===== src/rtl/m3_speed_ramp_ctrl_if.sv =====
// -----------------------------------------------------------------------------
// m3_speed_ramp_ctrl_if
// Bundles the speed-command inputs and the ramp status outputs of
// m3_speed_ramp_ctrl.
//   master : drives the command inputs and observes the status outputs
//            (speed supervisor / testbench side)
//   slave  : the ramp controller itself
// Command inputs : workingI, nextRoundI, speedIncI, speedDecI, forceStopI,
//                  invRotateI (+ targetEnI, targetPeriodI when
//                  M3_RAMP_TARGET_EN is defined)
// Status outputs : periodO, dirO, stateO, atMinO, atMaxO, tickO
// Optional feature macro: M3_RAMP_TARGET_EN
// -----------------------------------------------------------------------------
interface m3_speed_ramp_ctrl_if #(
   parameter int PERIOD_W = 32
);
   logic                workingI;
   logic                nextRoundI;
   logic                speedIncI;
   logic                speedDecI;
   logic                forceStopI;
   logic                invRotateI;
`ifdef M3_RAMP_TARGET_EN
   logic                targetEnI;
   logic [PERIOD_W-1:0] targetPeriodI;
`endif
   logic [PERIOD_W-1:0] periodO;
   logic                dirO;
   logic [1:0]          stateO;
   logic                atMinO;
   logic                atMaxO;
   logic                tickO;

   modport master (
      output workingI, nextRoundI, speedIncI, speedDecI, forceStopI, invRotateI,
`ifdef M3_RAMP_TARGET_EN
      output targetEnI, targetPeriodI,
`endif
      input  periodO, dirO, stateO, atMinO, atMaxO, tickO
   );

   modport slave (
      input  workingI, nextRoundI, speedIncI, speedDecI, forceStopI, invRotateI,
`ifdef M3_RAMP_TARGET_EN
      input  targetEnI, targetPeriodI,
`endif
      output periodO, dirO, stateO, atMinO, atMaxO, tickO
   );
endinterface


===== src/rtl/m3_speed_ramp_ctrl.sv =====
// -----------------------------------------------------------------------------
// m3_speed_ramp_ctrl
// Speed-ramp controller for the 3-phase drive. Holds the commutation period
// and shortens/lengthens it by period>>STEP_SHIFT once every ROUND_MAX+1
// electrical rounds while INC/DEC is requested. A direction change first
// decelerates to PERIOD_MAX, then flips dirO and resumes. Also produces a
// one-cycle housekeeping tick every TICK_DIV cycles while working.
// Ports:
//   clkI  : system clock
//   nRstI : asynchronous active-low reset
//   bus   : m3_speed_ramp_ctrl_if.slave (command inputs, status outputs)
// Optional feature macro: M3_RAMP_TARGET_EN (target-period ramp mode)
// -----------------------------------------------------------------------------
module m3_speed_ramp_ctrl #(
   parameter int PERIOD_W    = 32,
   parameter int PERIOD_MAX  = 4000000,
   parameter int PERIOD_MIN  = 40,
   parameter int STEP_SHIFT  = 4,
   parameter int ROUND_CNT_W = 4,
   parameter int ROUND_MAX   = 3,
   parameter int TICK_DIV    = 10000
) (
   input  logic                 clkI,
   input  logic                 nRstI,
   m3_speed_ramp_ctrl_if.slave  bus
);

   localparam int TICK_W = (TICK_DIV > 1) ? $clog2(TICK_DIV) : 1;

   localparam logic [PERIOD_W-1:0]    C_MAX       = PERIOD_W'(PERIOD_MAX);
   localparam logic [PERIOD_W-1:0]    C_MIN       = PERIOD_W'(PERIOD_MIN);
   localparam logic [PERIOD_W:0]      C_MAX_X     = (PERIOD_W+1)'(PERIOD_MAX);
   localparam logic [PERIOD_W:0]      C_MIN_X     = (PERIOD_W+1)'(PERIOD_MIN);
   localparam logic [ROUND_CNT_W-1:0] C_ROUND     = ROUND_CNT_W'(ROUND_MAX);
   localparam logic [TICK_W-1:0]      C_TICK_LOAD = TICK_W'(TICK_DIV - 1);

   typedef enum logic [1:0] {
      ST_IDLE = 2'd0,
      ST_RUN  = 2'd1,
      ST_REV  = 2'd2
   } state_t;

   state_t                 r_state;
   logic [PERIOD_W-1:0]    r_period;
   logic                   r_dir;
   logic                   r_at_min;
   logic                   r_at_max;
   logic [ROUND_CNT_W-1:0] r_round_cnt;
   logic                   r_last_inc;   // 1 = last ramp mode was INC
   logic [TICK_W-1:0]      r_tick_cnt;
   logic                   r_tick;

   logic [PERIOD_W-1:0]    w_step_raw;
   logic [PERIOD_W-1:0]    w_step;
   logic [PERIOD_W-1:0]    w_step_eff;
   logic [PERIOD_W:0]      w_sub;
   logic [PERIOD_W:0]      w_add;
   logic [PERIOD_W-1:0]    w_shorter;    // faster: period - step, clamped
   logic [PERIOD_W-1:0]    w_longer;     // slower: period + step, clamped
   logic                   w_req_inc;
   logic                   w_req_dec;

   // Minimum step of 1 so the ramp never stalls at very short periods.
   assign w_step_raw = r_period >> STEP_SHIFT;
   assign w_step     = (w_step_raw == '0) ? PERIOD_W'(1) : w_step_raw;

`ifdef M3_RAMP_TARGET_EN
   logic [PERIOD_W-1:0] w_tgt;
   logic [PERIOD_W-1:0] w_dist;
   logic                w_tgt_mode;

   assign w_tgt      = (bus.targetPeriodI < C_MIN) ? C_MIN :
                       (bus.targetPeriodI > C_MAX) ? C_MAX : bus.targetPeriodI;
   assign w_dist     = (w_tgt > r_period) ? (w_tgt - r_period) : (r_period - w_tgt);
   // Target mode only shapes RUN; reversal deceleration keeps the full step.
   assign w_tgt_mode = bus.targetEnI && (r_state == ST_RUN);
   assign w_step_eff = (w_tgt_mode && (w_dist < w_step)) ? w_dist : w_step;
   assign w_req_inc  = w_tgt_mode ? (w_tgt < r_period) : bus.speedIncI;
   assign w_req_dec  = w_tgt_mode ? (w_tgt > r_period) : (!bus.speedIncI && bus.speedDecI);
`else
   assign w_step_eff = w_step;
   assign w_req_inc  = bus.speedIncI;
   assign w_req_dec  = !bus.speedIncI && bus.speedDecI;
`endif

   // One extra bit catches borrow/carry so results clamp instead of wrapping.
   assign w_sub     = {1'b0, r_period} - {1'b0, w_step_eff};
   assign w_add     = {1'b0, r_period} + {1'b0, w_step_eff};
   assign w_shorter = (w_sub[PERIOD_W] || (w_sub < C_MIN_X)) ? C_MIN : w_sub[PERIOD_W-1:0];
   assign w_longer  = (w_add > C_MAX_X) ? C_MAX : w_add[PERIOD_W-1:0];

   // Ramp / direction state machine. atMin/atMax are loaded alongside the
   // period so they match periodO in the same cycle.
   always_ff @(posedge clkI or negedge nRstI) begin
      if (!nRstI) begin
         r_state     <= ST_IDLE;
         r_period    <= C_MAX;
         r_dir       <= 1'b0;
         r_at_min    <= 1'b0;
         r_at_max    <= 1'b1;
         r_round_cnt <= C_ROUND;
         r_last_inc  <= 1'b1;
      end else if (!bus.workingI || bus.forceStopI) begin
         r_state     <= ST_IDLE;
         r_period    <= C_MAX;
         r_at_min    <= (C_MAX == C_MIN);
         r_at_max    <= 1'b1;
         r_round_cnt <= C_ROUND;
         r_last_inc  <= 1'b1;
      end else begin
         case (r_state)
            ST_IDLE: begin
               r_state <= ST_RUN;
            end

            ST_RUN: begin
               if (bus.invRotateI != r_dir) begin
                  // Reversal wins over this cycle's round pulse.
                  r_state <= ST_REV;
               end else if (bus.nextRoundI) begin
                  if (w_req_inc) begin
                     if (!r_last_inc) begin
                        r_round_cnt <= C_ROUND;
                        r_last_inc  <= 1'b1;
                     end else if (r_round_cnt == '0) begin
                        r_round_cnt <= C_ROUND;
                        r_period    <= w_shorter;
                        r_at_min    <= (w_shorter == C_MIN);
                        r_at_max    <= (w_shorter == C_MAX);
                     end else begin
                        r_round_cnt <= r_round_cnt - 1'b1;
                     end
                  end else if (w_req_dec) begin
                     if (r_last_inc) begin
                        r_round_cnt <= C_ROUND;
                        r_last_inc  <= 1'b0;
                     end else if (r_round_cnt == '0) begin
                        r_round_cnt <= C_ROUND;
                        r_period    <= w_longer;
                        r_at_min    <= (w_longer == C_MIN);
                        r_at_max    <= (w_longer == C_MAX);
                     end else begin
                        r_round_cnt <= r_round_cnt - 1'b1;
                     end
                  end else begin
                     r_round_cnt <= C_ROUND;
                  end
               end
            end

            ST_REV: begin
               if (bus.invRotateI == r_dir) begin
                  // Reversal request withdrawn: resume at the current period.
                  r_state <= ST_RUN;
               end else if (r_period == C_MAX) begin
                  r_dir       <= ~r_dir;
                  r_round_cnt <= C_ROUND;
                  r_last_inc  <= 1'b1;
                  r_state     <= ST_RUN;
               end else if (bus.nextRoundI) begin
                  r_period <= w_longer;
                  r_at_min <= (w_longer == C_MIN);
                  r_at_max <= (w_longer == C_MAX);
               end
            end

            default: begin
               r_state <= ST_IDLE;
            end
         endcase
      end
   end

   // Housekeeping tick: free-running while working, parked when not.
   always_ff @(posedge clkI or negedge nRstI) begin
      if (!nRstI) begin
         r_tick_cnt <= C_TICK_LOAD;
         r_tick     <= 1'b0;
      end else if (!bus.workingI) begin
         r_tick_cnt <= C_TICK_LOAD;
         r_tick     <= 1'b0;
      end else if (r_tick_cnt == '0) begin
         r_tick_cnt <= C_TICK_LOAD;
         r_tick     <= 1'b1;
      end else begin
         r_tick_cnt <= r_tick_cnt - 1'b1;
         r_tick     <= 1'b0;
      end
   end

   assign bus.periodO = r_period;
   assign bus.dirO    = r_dir;
   assign bus.stateO  = r_state;
   assign bus.atMinO  = r_at_min;
   assign bus.atMaxO  = r_at_max;
   assign bus.tickO   = r_tick;

endmodule


===== src/flat_wrapper.sv =====
// flat-port wrapper written by rule: the top's interface ports become plain ports
module m3_speed_ramp_ctrl_flat 
#(
   parameter int PERIOD_W    = 32,
   parameter int PERIOD_MAX  = 4000000,
   parameter int PERIOD_MIN  = 40,
   parameter int STEP_SHIFT  = 4,
   parameter int ROUND_CNT_W = 4,
   parameter int ROUND_MAX   = 3,
   parameter int TICK_DIV    = 10000
)
  (clkI, nRstI, bus_workingI, bus_nextRoundI, bus_speedIncI, bus_speedDecI, bus_forceStopI, bus_invRotateI, bus_periodO, bus_dirO, bus_stateO, bus_atMinO, bus_atMaxO, bus_tickO);
  m3_speed_ramp_ctrl_if #(.PERIOD_W(PERIOD_W)) bus_i ();
  input  logic clkI;
  input  logic nRstI;
  input wire logic [$bits(bus_i.workingI)-1:0] bus_workingI;
  input wire logic [$bits(bus_i.nextRoundI)-1:0] bus_nextRoundI;
  input wire logic [$bits(bus_i.speedIncI)-1:0] bus_speedIncI;
  input wire logic [$bits(bus_i.speedDecI)-1:0] bus_speedDecI;
  input wire logic [$bits(bus_i.forceStopI)-1:0] bus_forceStopI;
  input wire logic [$bits(bus_i.invRotateI)-1:0] bus_invRotateI;
  output wire logic [$bits(bus_i.periodO)-1:0] bus_periodO;
  output wire logic [$bits(bus_i.dirO)-1:0] bus_dirO;
  output wire logic [$bits(bus_i.stateO)-1:0] bus_stateO;
  output wire logic [$bits(bus_i.atMinO)-1:0] bus_atMinO;
  output wire logic [$bits(bus_i.atMaxO)-1:0] bus_atMaxO;
  output wire logic [$bits(bus_i.tickO)-1:0] bus_tickO;
  assign bus_i.workingI = bus_workingI;
  assign bus_i.nextRoundI = bus_nextRoundI;
  assign bus_i.speedIncI = bus_speedIncI;
  assign bus_i.speedDecI = bus_speedDecI;
  assign bus_i.forceStopI = bus_forceStopI;
  assign bus_i.invRotateI = bus_invRotateI;
  assign bus_periodO = bus_i.periodO;
  assign bus_dirO = bus_i.dirO;
  assign bus_stateO = bus_i.stateO;
  assign bus_atMinO = bus_i.atMinO;
  assign bus_atMaxO = bus_i.atMaxO;
  assign bus_tickO = bus_i.tickO;
  m3_speed_ramp_ctrl #(.PERIOD_W(PERIOD_W), .PERIOD_MAX(PERIOD_MAX), .PERIOD_MIN(PERIOD_MIN), .STEP_SHIFT(STEP_SHIFT), .ROUND_CNT_W(ROUND_CNT_W), .ROUND_MAX(ROUND_MAX), .TICK_DIV(TICK_DIV)) u_core (.clkI(clkI), .nRstI(nRstI), .bus(bus_i));
endmodule

===== config.mk =====
export PLATFORM = sky130hd
export DESIGN_NAME = m3_speed_ramp_ctrl_flat
export DESIGN_NICKNAME = d
export VERILOG_FILES = /design/src/rtl/m3_speed_ramp_ctrl_if.sv /design/src/rtl/m3_speed_ramp_ctrl.sv /design/src/flat_wrapper.sv
export SDC_FILE = /design/constraint.sdc
export NUM_CORES = 1
export LEC_CHECK = 0
export ABC_AREA = 1
export ABC_CLOCK_PERIOD_IN_PS = 7250
export CAP_MARGIN = 40
export CELL_PAD_IN_SITES_DETAIL_PLACEMENT = 0
export CELL_PAD_IN_SITES_GLOBAL_PLACEMENT = 1
export CORE_ASPECT_RATIO = 1.25
export CORE_MARGIN = 1
export CORE_UTILIZATION = 46
export DETAILED_ROUTE_END_ITERATION = 10
export PLACE_DENSITY_LB_ADDON = 0.1
export SETUP_SLACK_MARGIN = 0.05
export SYNTH_ARGS = -nofsm -noshare
export SYNTH_HDL_FRONTEND = slang
export SYNTH_SLANG_ARGS = --single-unit

===== constraint.sdc =====
create_clock -name clkI -period 7.25 [get_ports clkI]
set_input_delay 1.0875 -clock clkI [delete_from_list [all_inputs] [get_ports clkI]]
set_output_delay 1.0875 -clock clkI [all_outputs]
set_load 0.02 [all_outputs]

# Word level (Yosys, flattened, before mapping)
# Index checks and enable logic that the tools add are counted.
dict set report classes {
  muxes 70
  n_eq_ne 21
  n_reduce_logical 15
  order_cmp 2
  bitwise 3
  n_addsub 4
}
# op count
set op_table {}
lappend op_table {{32-bit two-way mux} 14}
lappend op_table {{32-bit by 22-bit == test with 1-bit output (second input constant)} 3}
lappend op_table {{32-bit by 6-bit == test with 1-bit output (second input constant)} 2}
lappend op_table {{32-bit case mux with 2 select lines} 1}
lappend op_table {{4-bit two-way mux} 10}
lappend op_table {{32-bit by 32-bit adder with 33-bit output} 1}
lappend op_table {{33-bit by 22-bit greater-than comparator with 1-bit output (second input constant)} 1}
lappend op_table {{33-bit by 6-bit < comparator with 1-bit output (second input constant)} 1}
lappend op_table {{1-bit two-way mux} 33}
lappend op_table {{32-bit by 32-bit subtractor with 33-bit output} 1}
lappend op_table {{32-bit zero test} 1}
lappend op_table {{14-bit two-way mux} 2}
lappend op_table {{28-bit two-way mux} 1}
lappend op_table {{3-bit by 2-bit != test with 1-bit output (second input constant)} 5}
lappend op_table {{14-bit zero test} 1}
lappend op_table {{14-bit by 1-bit subtractor with 14-bit output (second input constant)} 1}
lappend op_table {{10-bit AND reduction} 1}
lappend op_table {{3-bit by 1-bit != test with 1-bit output (second input constant)} 3}
lappend op_table {{2-bit two-way mux} 4}
lappend op_table {{4-bit by 2-bit != test with 1-bit output (second input constant)} 2}
lappend op_table {{4-bit case mux with 2 select lines} 1}
lappend op_table {{1-bit case mux with 2 select lines} 3}
lappend op_table {{2-bit case mux with 3 select lines} 1}
lappend op_table {{6-bit AND reduction} 1}
lappend op_table {{17 further kinds} 21}
dict set report word_totals {
  out_inout_bits 38
  word_cells 124
  ff_bits 57
}

# Longest topological paths before layout
# Gate-level depths: netlist of the first run.
dict set report logic_depth {
  ltp_word 14
  mapped_depth 32
  mapped_depth_nobuf 31
}

# Least setup slack after synthesis of the first run
# OpenSTA, ideal clock, no wires.
dict set report synth_path {
  path_type {flip-flop to flip-flop}
  from {reg u_core.r_period[29], in the netlist u_core.bus.periodO[29]}
  to {reg u_core.r_at_min, in the netlist u_core.bus.atMinO}
  period_less_slack_ns 3.655
  arrival_time_ns 3.538
  setup_ns 0.117
  stages_incl_launch_ff 31
  required_time_ns 7.133
  setup_slack_ns 3.595
  n_path_buf 2
  cell_sequence {dfrtp_1 clkbuf_1 nor2_1 nand3_1 inv_1 nand4_1 o41ai_1 ha_1 inv_1 fa_1 inv_1 nand2_1 nand3_1 nand2_1 nand2_1 nand2_1 nand2_1 nand2_1 nand2_1 nand2_1 nor2_1 nand3_1 nor2_1 nand3_1 nand2_4 buf_6 o41ai_1 nand3_1 nand2_1 nand2_1 nand2_1}
}
dict set report synth_between {
  elab_chain_len 14
  word_cells_on_any_way 27
  cone_classes {2 x add/sub; 2 x order compare; 4 x eq/ne; 16 x mux; 3 x reduce/logical}
}
# item line
set synth_lines {}
lappend synth_lines {{start: declaration} m3_speed_ramp_ctrl.sv:44} ;# logic [PERIOD_W-1:0] r_period;
lappend synth_lines {{start signal: assignment} m3_speed_ramp_ctrl.sv:127} ;# r_period <= w_shorter;
lappend synth_lines {{start signal: assignment} m3_speed_ramp_ctrl.sv:139} ;# r_period <= w_longer;
lappend synth_lines {{start signal: assignment} m3_speed_ramp_ctrl.sv:161} ;# r_period <= w_longer;
lappend synth_lines {{32-bit zero test} m3_speed_ramp_ctrl.sv:65} ;# assign w_step = (w_step_raw == '0) ? PERIOD_W'(1) : w_step_raw;
lappend synth_lines {{28-bit two-way mux} m3_speed_ramp_ctrl.sv:65}
lappend synth_lines {{32-bit by 32-bit adder with 33-bit output or 32-bit by 32-bit subtractor with 33-bit output (tied branches)} {m3_speed_ramp_ctrl.sv:88, m3_speed_ramp_ctrl.sv:87}}
lappend synth_lines {{33-bit by 22-bit greater-than comparator with 1-bit output or 33-bit by 6-bit < comparator with 1-bit output (tied branches)} {m3_speed_ramp_ctrl.sv:90, m3_speed_ramp_ctrl.sv:89}}
lappend synth_lines {{32-bit two-way mux or 1-bit logical OR (tied branches)} {m3_speed_ramp_ctrl.sv:90, m3_speed_ramp_ctrl.sv:89}}
lappend synth_lines {{32-bit by 6-bit == test with 1-bit output or 32-bit two-way mux (tied branches)} {m3_speed_ramp_ctrl.sv:140, m3_speed_ramp_ctrl.sv:162, m3_speed_ramp_ctrl.sv:89}}
lappend synth_lines {{1-bit two-way mux or 32-bit by 6-bit == test with 1-bit output (tied branches)} {m3_speed_ramp_ctrl.sv:137, m3_speed_ramp_ctrl.sv:128}}
lappend synth_lines {{1-bit two-way mux, on equally long branches} {m3_speed_ramp_ctrl.sv:134, m3_speed_ramp_ctrl.sv:125}}
lappend synth_lines {{1-bit two-way mux, on equally long branches} {m3_speed_ramp_ctrl.sv:133, m3_speed_ramp_ctrl.sv:122}}
lappend synth_lines {{1-bit two-way mux} m3_speed_ramp_ctrl.sv:121} ;# if (w_req_inc) begin
lappend synth_lines {{1-bit two-way mux} m3_speed_ramp_ctrl.sv:120} ;# end else if (bus.nextRoundI) begin
lappend synth_lines {{1-bit two-way mux} m3_speed_ramp_ctrl.sv:117} ;# if (bus.invRotateI != r_dir) begin
lappend synth_lines {{1-bit case mux with 2 select lines} m3_speed_ramp_ctrl.sv:111} ;# case (r_state)
lappend synth_lines {{1-bit two-way mux} m3_speed_ramp_ctrl.sv:103} ;# end else if (!bus.workingI || bus.forceStopI) begin
lappend synth_lines {{end signal: assignment} m3_speed_ramp_ctrl.sv:106} ;# r_at_min <= (C_MAX == C_MIN);
lappend synth_lines {{end signal: assignment} m3_speed_ramp_ctrl.sv:128} ;# r_at_min <= (w_shorter == C_MIN);
lappend synth_lines {{end signal: assignment} m3_speed_ramp_ctrl.sv:140} ;# r_at_min <= (w_longer == C_MIN);
lappend synth_lines {{end: declaration} m3_speed_ramp_ctrl.sv:46} ;# logic r_at_min;
# Several ways; a longest one is shown, not always the timed one. The select of a mux whose other input is x is not followed.
# A chain may end at the register's enable or synchronous reset.

# Worst setup path after layout of the first run
dict set report layout_path {
  from {reg u_core.r_period[28], in the netlist u_core.bus.periodO[28]}
  to {reg u_core.r_at_min, in the netlist u_core.bus.atMinO}
}
# Same word-level chain as after synthesis.

==> impl_summary.txt, run 1 <==
----------------------------------------------------
[Run status]
  Result of the run ... finished, final reports clean

[Synth]
  Distinct cells, synth ... 51
  Synth Warn # ... 0
  Yosys top cell area share ... 22.7%
  Post-synth EDFFs ... 0
  Flop and latch count out of synthesis ... 57
  Post-synth top cells ... nand2_1 (551), inv_1 (307), nor2_1 (146), nand3_1 (105), ha_1 (69)
  Most frequently used flop master after synthesis ... dfrtp_1
  Area of the mapped netlist ... 9100 µm²
  Post-synth net total ... 1706
  Synth top area cells ... nand2_1 (23%), inv_1 (13%), dfrtp_1 (10%), ha_1 (9.5%), nor2_1 (6.0%)
  Fraction of registers with async set or reset after synthesis ... 100%
  Library cell occupying the most area in the post-synthesis netlist ... nand2_1
  Mean Syn Cell Area ... 5.60 µm²
  Post-synthesis sequential area ratio ... 15.9%
  Most repeated cell in the gate-level netlist after synthesis ... nand2_1
  Count of mapped cells out of synthesis ... 1627

[Setup path]
  Maximum single-stage delay on the critical path ... 0.58 ns
  Required time at the worst-slack endpoint ... 7.49 ns
  Cell with the most instances on the worst path ... nand2_1
  Critical Path Slowest Stage Cell ... dfrtp_1
  Setup slack of the worst register-to-register path ... 2.24 ns
  Crit start category ... flip-flop
  Kind of end point of the critical path ... flip-flop
  Category of the critical setup timing path ... flip-flop to flip-flop
  Crit-path max FO ... 26
  Data arrival time at the worst-slack endpoint ... 5.25 ns

[Placed design]
  GP Congestion ... 0.965
  Number of I/O port buffers ... 45
  Placed Cells ... 1879
  Hpwl dp ... 28900 µm

[Layout]
  Final cell count without fillers ... 1895
  Nets ... 1704
  Filler cells ... 2186
  Footprint of the multi-input gates ... 6130 µm²
  Share of layout cells above drive strength 1 ... 7.12%
  Layout Area Growth over Synthesis ... 8.44%
  Final design utilization ... 50.9%
  Sequential cell area ... 1450 µm²
  Ant diodes ... 0

[Clock network]
  Number of cells upsized or downsized after cts ... 0
  CTS Root Buffer Type ... clkbuf_16
  Clk pin slew, worst setup/hold paths ... 0.06 ns
  Clock tree from TritonCTS ... yes
  Maximum number of buffers from clock root to sink ... 2
  Skew-Pair Late Insertion Delay ... 0.35 ns
  Hold-fix buffers, CTS ... 0
  Number of H-tree levels ... 3
  Setup bufs post-CTS ... 0
  Clock net sink count ... 57
  Num CTS Buffers ... 9

[Global routing]
  First-pass GRT wire length ... 53900 µm
  Grt total ovfl ... 0
  Maximum number of pins on one net before global-route repair ... 58
  Vias in the first global route ... 9525
  Total global-route track usage ... 35.1%
  Initial antenna violation count ... 0

[Routing]
  Router iterations before antenna repair ... 6
  Routed Antenna Nets ... 0
  Via count ... 10100
  Total detailed-routing wirelength ... 35100 µm
  Routed wire length per instance ... 18.5 µm
  Violation count after the first detailed-route iteration ... 941
  Via density ... 5.34
  DRC violation count after routing ... 0

[Floorplan]
  Chip Height ... 159 µm
  Overall die width ... 128 µm
  Core region area ... 19400 µm²
  Effective utilization at floorplan ... 46.9%
  Floorplan die area ... 20400 µm²
  Boundary pin count ... 46
  Placement row count ... 57

[STA]
  Worst relative slew slack ... 39.6%
  Crit path time final ... 5.01 ns
  Final Max Slew Viols ... 0
  Slew @ Worst Pin ... 0.906 ns
  Post-route setup TNS ... 0 ns
  Worst clock skew on the final layout ... 0.0132 ns
  Share of the cycle needed by the critical path after routing ... 69.1%
  Setup repair after global routing missed its margin ... no
  Final count of negative-setup-slack endpoints ... 0
  Total count of hold-check failures in the final report ... 0
  Peak clock frequency supported by timing ... 0.200 GHz

[Job]
  Max-capacitance violation count ... 0

[Worst hold path]
  Worst min path class ... flip-flop to flip-flop

----------------------------------------------------
## metrics by stage
| step | worst slack [ns] | hold WS (ns) | instance area [µm²] |
|---|---|---|---|
| 3_5_place_dp | 2.40 | 0.439 | 9570 |
| 3_3_place_gp | 2.45 | 0.437 | 9570 |
| 4_1_cts | 2.38 | 0.452 | 9870 |
| 5_1_grt | 1.85 | 0.456 | 9870 |
| 2_1_floorplan | 3.60 | 0.429 | 9100 |
| 6_report | 2.24 | 0.449 | 9870 |
## layout make-up
cell class	instances	share of cell area, %
inverter	316	12.0
sequential	57	14.7
clock buffer	12	2.60
multi-input combinational	1193	62.1
clock inverter	4	0.520
tap	265	3.36
timing repair buffer	48	4.74
## registers in the layout, summed over array words and instances (netlist names), 2 cells and up
name and flops:
u_core.bus.periodO 32, u_core.r_tick_cnt 14, u_core.bus.stateO 2, u_core.r_round_cnt 4
## final timing paths
kind / depth (start not counted) / start / endpoint
worst max-delay path: 28 / u_core.bus.periodO[28]$_DFFE_PN0P_ / u_core.bus.atMinO$_DFFE_PN0P_
worst min-delay path: 1 / u_core.r_tick_cnt[0]$_DFF_PN1_ / u_core.r_tick_cnt[0]$_DFF_PN1_
worst max register to register: 28 / u_core.bus.periodO[28]$_DFFE_PN0P_ / u_core.bus.atMinO$_DFFE_PN0P_
worst min register to register: 1 / u_core.r_tick_cnt[0]$_DFF_PN1_ / u_core.r_tick_cnt[0]$_DFF_PN1_
max in group asynchronous: 2 / nRstI / u_core.bus.periodO[27]$_DFFE_PN0P_
min in group asynchronous: 2 / nRstI / u_core.bus.tickO$_DFF_PN0_
## cell usage in the layout (no fill, tap or decap), drive strengths merged, types with 4 or more instances in the layout
cell type,n
nand2,584
inv,316
nor2,159
nand3,112
ha,69
a21oi,69
o21ai,47
clkdlybuf4s50,44
dfrtp,38
nand4,36
nor3,24
dfstp,19
xor2,14
o22ai,14
clkbuf,12
o21bai,11
nor4,8
xnor2,7
o41ai,6
or2,4
and2,4
a32oi,4
buf,4
## cell families after synthesis
logic type                 synth area share [%]
AOI/OAI and AO/OA                          10.8
xor gates and xnor gates                   2.02
adders and majority gates                  9.92
buffers and inverters                      16.8
DFF                                        15.9
muxes                                     0.110
and+or+nand+nor                            44.5
## routing by layer
layer	vias up	track usage (%)	wire (µm)
met3	93	3.60	1920
met4	0	19.4	2070
met5	-	0	0
met1	4560	42.9	14500
met2	427	59.9	16600
li1	5033	-	-
## critical path: cells and delay by family (launching register included)
family / cells / cell delay [ns]
flip-flops: 1 / 0.58
adder cells (fa/ha/maj): 2 / 0.71
AND/OR/NAND/NOR: 21 / 2.42
AO/OA/AOI/OAI: 1 / 0.48
buffers and inverters: 4 / 0.67
Power of run 1 is not shown: default switching activity piles up to over one toggle a cycle in this logic, so the estimate is an artifact.
==> run 2, diff against run 1 <==
--- a/config.mk
+++ b/config.mk
@@ -6,13 +6,13 @@
 export NUM_CORES = 1
 export LEC_CHECK = 0
 export ABC_AREA = 1
-export ABC_CLOCK_PERIOD_IN_PS = 7250
+export ABC_CLOCK_PERIOD_IN_PS = 4700
 export CAP_MARGIN = 40
 export CELL_PAD_IN_SITES_DETAIL_PLACEMENT = 0
 export CELL_PAD_IN_SITES_GLOBAL_PLACEMENT = 1
 export CORE_ASPECT_RATIO = 1.25
 export CORE_MARGIN = 1
-export CORE_UTILIZATION = 46
+export CORE_UTILIZATION = 43
 export DETAILED_ROUTE_END_ITERATION = 10
 export PLACE_DENSITY_LB_ADDON = 0.1
 export SETUP_SLACK_MARGIN = 0.05
==> constraint.sdc (replaced) <==
create_clock -name clkI -period 4.7 [get_ports clkI]
set_input_delay 0.705 -clock clkI [delete_from_list [all_inputs] [get_ports clkI]]
set_output_delay 0.705 -clock clkI [all_outputs]
set_load 0.02 [all_outputs]
==> impl_summary.txt, run 2 (same netlist as run 1, synthesis figures left out) <==
----------------------------------------------------
[Setup path]
  Data arrival time at the worst-slack endpoint ... 4.61 ns
  Critical Path Slowest Stage Cell ... dfrtp_1
  Crit start category ... flip-flop
  Category of the critical setup timing path ... flip-flop to flip-flop
  Kind of end point of the critical path ... flip-flop
  Required time at the worst-slack endpoint ... 4.98 ns
  WP buf/inv ... 4
  Cell with the most instances on the worst path ... nand2_1
  Crit-path max FO ... 10
  Gate family responsible for the most delay along the worst path ... simple AND/OR/NAND/NOR gates
  Maximum single-stage delay on the critical path ... 0.44 ns

[STA]
  Slew @ Worst Pin ... 0.825 ns
  Final Max Slew Viols ... 0
  Setup repair after global routing missed its margin ... no
  Final count of negative-setup-slack endpoints ... 0
  Total count of hold-check failures in the final report ... 0
  Peak clock frequency supported by timing ... 0.231 GHz
  WHS ... 0.447 ns
  Crit path time final ... 4.33 ns
  Share of the cycle needed by the critical path after routing ... 92.2%
  Post-route setup TNS ... 0 ns
  Worst clock skew on the final layout ... 0.00818 ns
  Worst relative slew slack ... 45.0%

[Floorplan]
  Boundary pin count ... 46
  Core region area ... 20800 µm²
  Overall die width ... 132 µm
  Floorplan die area ... 21800 µm²
  Chip Height ... 165 µm
  Effective utilization at floorplan ... 43.7%
  Placement row count ... 59

[Routing]
  Via density ... 5.32
  Routed Antenna Nets ... 0
  Violation count after the first detailed-route iteration ... 765
  Routed wire length per instance ... 19.0 µm
  DRC violation count after routing ... 0
  Via count ... 10300
  Router iterations before antenna repair ... 6
  Total detailed-routing wirelength ... 36800 µm

[Clock network]
  Maximum number of buffers from clock root to sink ... 2
  Hold-fix buffers, CTS ... 0
  Number of H-tree levels ... 3
  Clk pin slew, worst setup/hold paths ... 0.06 ns
  CTS Root Buffer Type ... clkbuf_16
  Num CTS Buffers ... 9
  Clock net sink count ... 57
  Clock tree from TritonCTS ... yes
  Skew-Pair Late Insertion Delay ... 0.35 ns

[Global routing]
  Maximum number of pins on one net before global-route repair ... 58
  Grt total ovfl ... 0
  First-pass GRT wire length ... 55400 µm
  Vias in the first global route ... 9660
  Initial antenna violation count ... 0
  Total global-route track usage ... 34.1%

[Layout]
  Footprint of the multi-input gates ... 6160 µm²
  Filler cells ... 2317
  Final cell count without fillers ... 1940
  Sequential cell area ... 1450 µm²
  Max FFs per register ... 32
  Ant diodes ... 0
  Layout Area Growth over Synthesis ... 12.2%
  Most common library cell in the layout ignoring fill and taps ... nand2_1
  Share of layout cells above drive strength 1 ... 9.42%
  Commonest cells after routing, fill and taps aside ... nand2_1 (551), inv_1 (307), nor2_1 (145)
  Nets ... 1740

[Placed design]
  Hpwl dp ... 30300 µm
  GP Congestion ... 1.02
  Number of I/O port buffers ... 45
  Placed Cells ... 1920

[Run status]
  Result of the run ... finished, final reports clean

[Job]
  Max-capacitance violation count ... 0

[Worst hold path]
  Worst min path class ... flip-flop to flip-flop

----------------------------------------------------
## run 2: changes by cell type in the layout (fill, tap and decap cells not counted), sizes merged
cell	before	now
buf	4	39
clkbuf	12	11
nand2	584	585
bufinv	1	2
## run 2: path summary, 6_finish.rpt
kind / from / endpoint / slack, ns / cells after the start
worst max-delay path: u_core.bus.periodO[26]$_DFFE_PN0P_ / u_core.bus.atMinO$_DFFE_PN0P_ / 0.37 / 29
worst min-delay path: u_core.r_tick_cnt[0]$_DFF_PN1_ / u_core.r_tick_cnt[0]$_DFF_PN1_ / 0.45 / 1
worst max register to register: u_core.bus.periodO[26]$_DFFE_PN0P_ / u_core.bus.atMinO$_DFFE_PN0P_ / 0.37 / 29
worst min register to register: u_core.r_tick_cnt[0]$_DFF_PN1_ / u_core.r_tick_cnt[0]$_DFF_PN1_ / 0.45 / 1
max in group asynchronous: nRstI / u_core.bus.dirO$_DFFE_PN0P_ / 3.62 / 2
min in group asynchronous: nRstI / u_core.bus.periodO[31]$_DFFE_PN0P_ / 0.55 / 2
## run 2: per-stage QoR
stage	worst slack, ns	area, µm²	util, %
5_1_grt	0.0414	10200	49.1
3_5_place_dp	0.268	9830	47.2
3_3_place_gp	0.243	9830	47.2
2_1_floorplan	1.05	9100	-
6_report	0.367	10200	49.1
4_1_cts	0.230	10200	48.8
## run 2: worst register-to-register path: cells and delay by family (launching register included)
family / cells / cell delay [ns]
compound gates: 1 / 0.23
fa+ha+maj: 2 / 0.58
buf+inv: 4 / 0.50
flops: 1 / 0.44
simple gates: 22 / 2.52
## run 2: layer usage
metal | wire (µm) | vias to the layer above | global-route usage, %
met1 | 15200 | 4707 | 40.2
met2 | 17600 | 412 | 61.0
met5 | 0 | - | 0
met4 | 1970 | 0 | 18.3
met3 | 1980 | 92 | 3.59
li1 | - | 5114 | -
## run 2: layout make-up
class,count,share of cell area (%)
inverter,316,11.6
tap,274,3.36
clock buffer,11,2.47
clock inverter,5,0.760
multi-input combinational,1194,60.3
timing repair buffer,83,7.28
sequential,57,14.2
## run 2: repair_timing
action                                  in CTS  in global routing
resized for setup                            0                  4
endpoints found under the setup margin       0                  5
setup buffers                                0                  3
hold endpoints to repair                     0                  0
Power of run 2 is left out for the same reason.
==> run 3, diff against run 2 <==
--- a/config.mk
+++ b/config.mk
@@ -7,7 +7,7 @@
 export LEC_CHECK = 0
 export ABC_AREA = 1
 export ABC_CLOCK_PERIOD_IN_PS = 4700
-export CAP_MARGIN = 40
+export CAP_MARGIN = 20
 export CELL_PAD_IN_SITES_DETAIL_PLACEMENT = 0
 export CELL_PAD_IN_SITES_GLOBAL_PLACEMENT = 1
 export CORE_ASPECT_RATIO = 1.25
==> results of run 3 <==
The final DEF is identical to that of run 2; final timing and power are the same.
Power of run 3 is left out for the same reason.
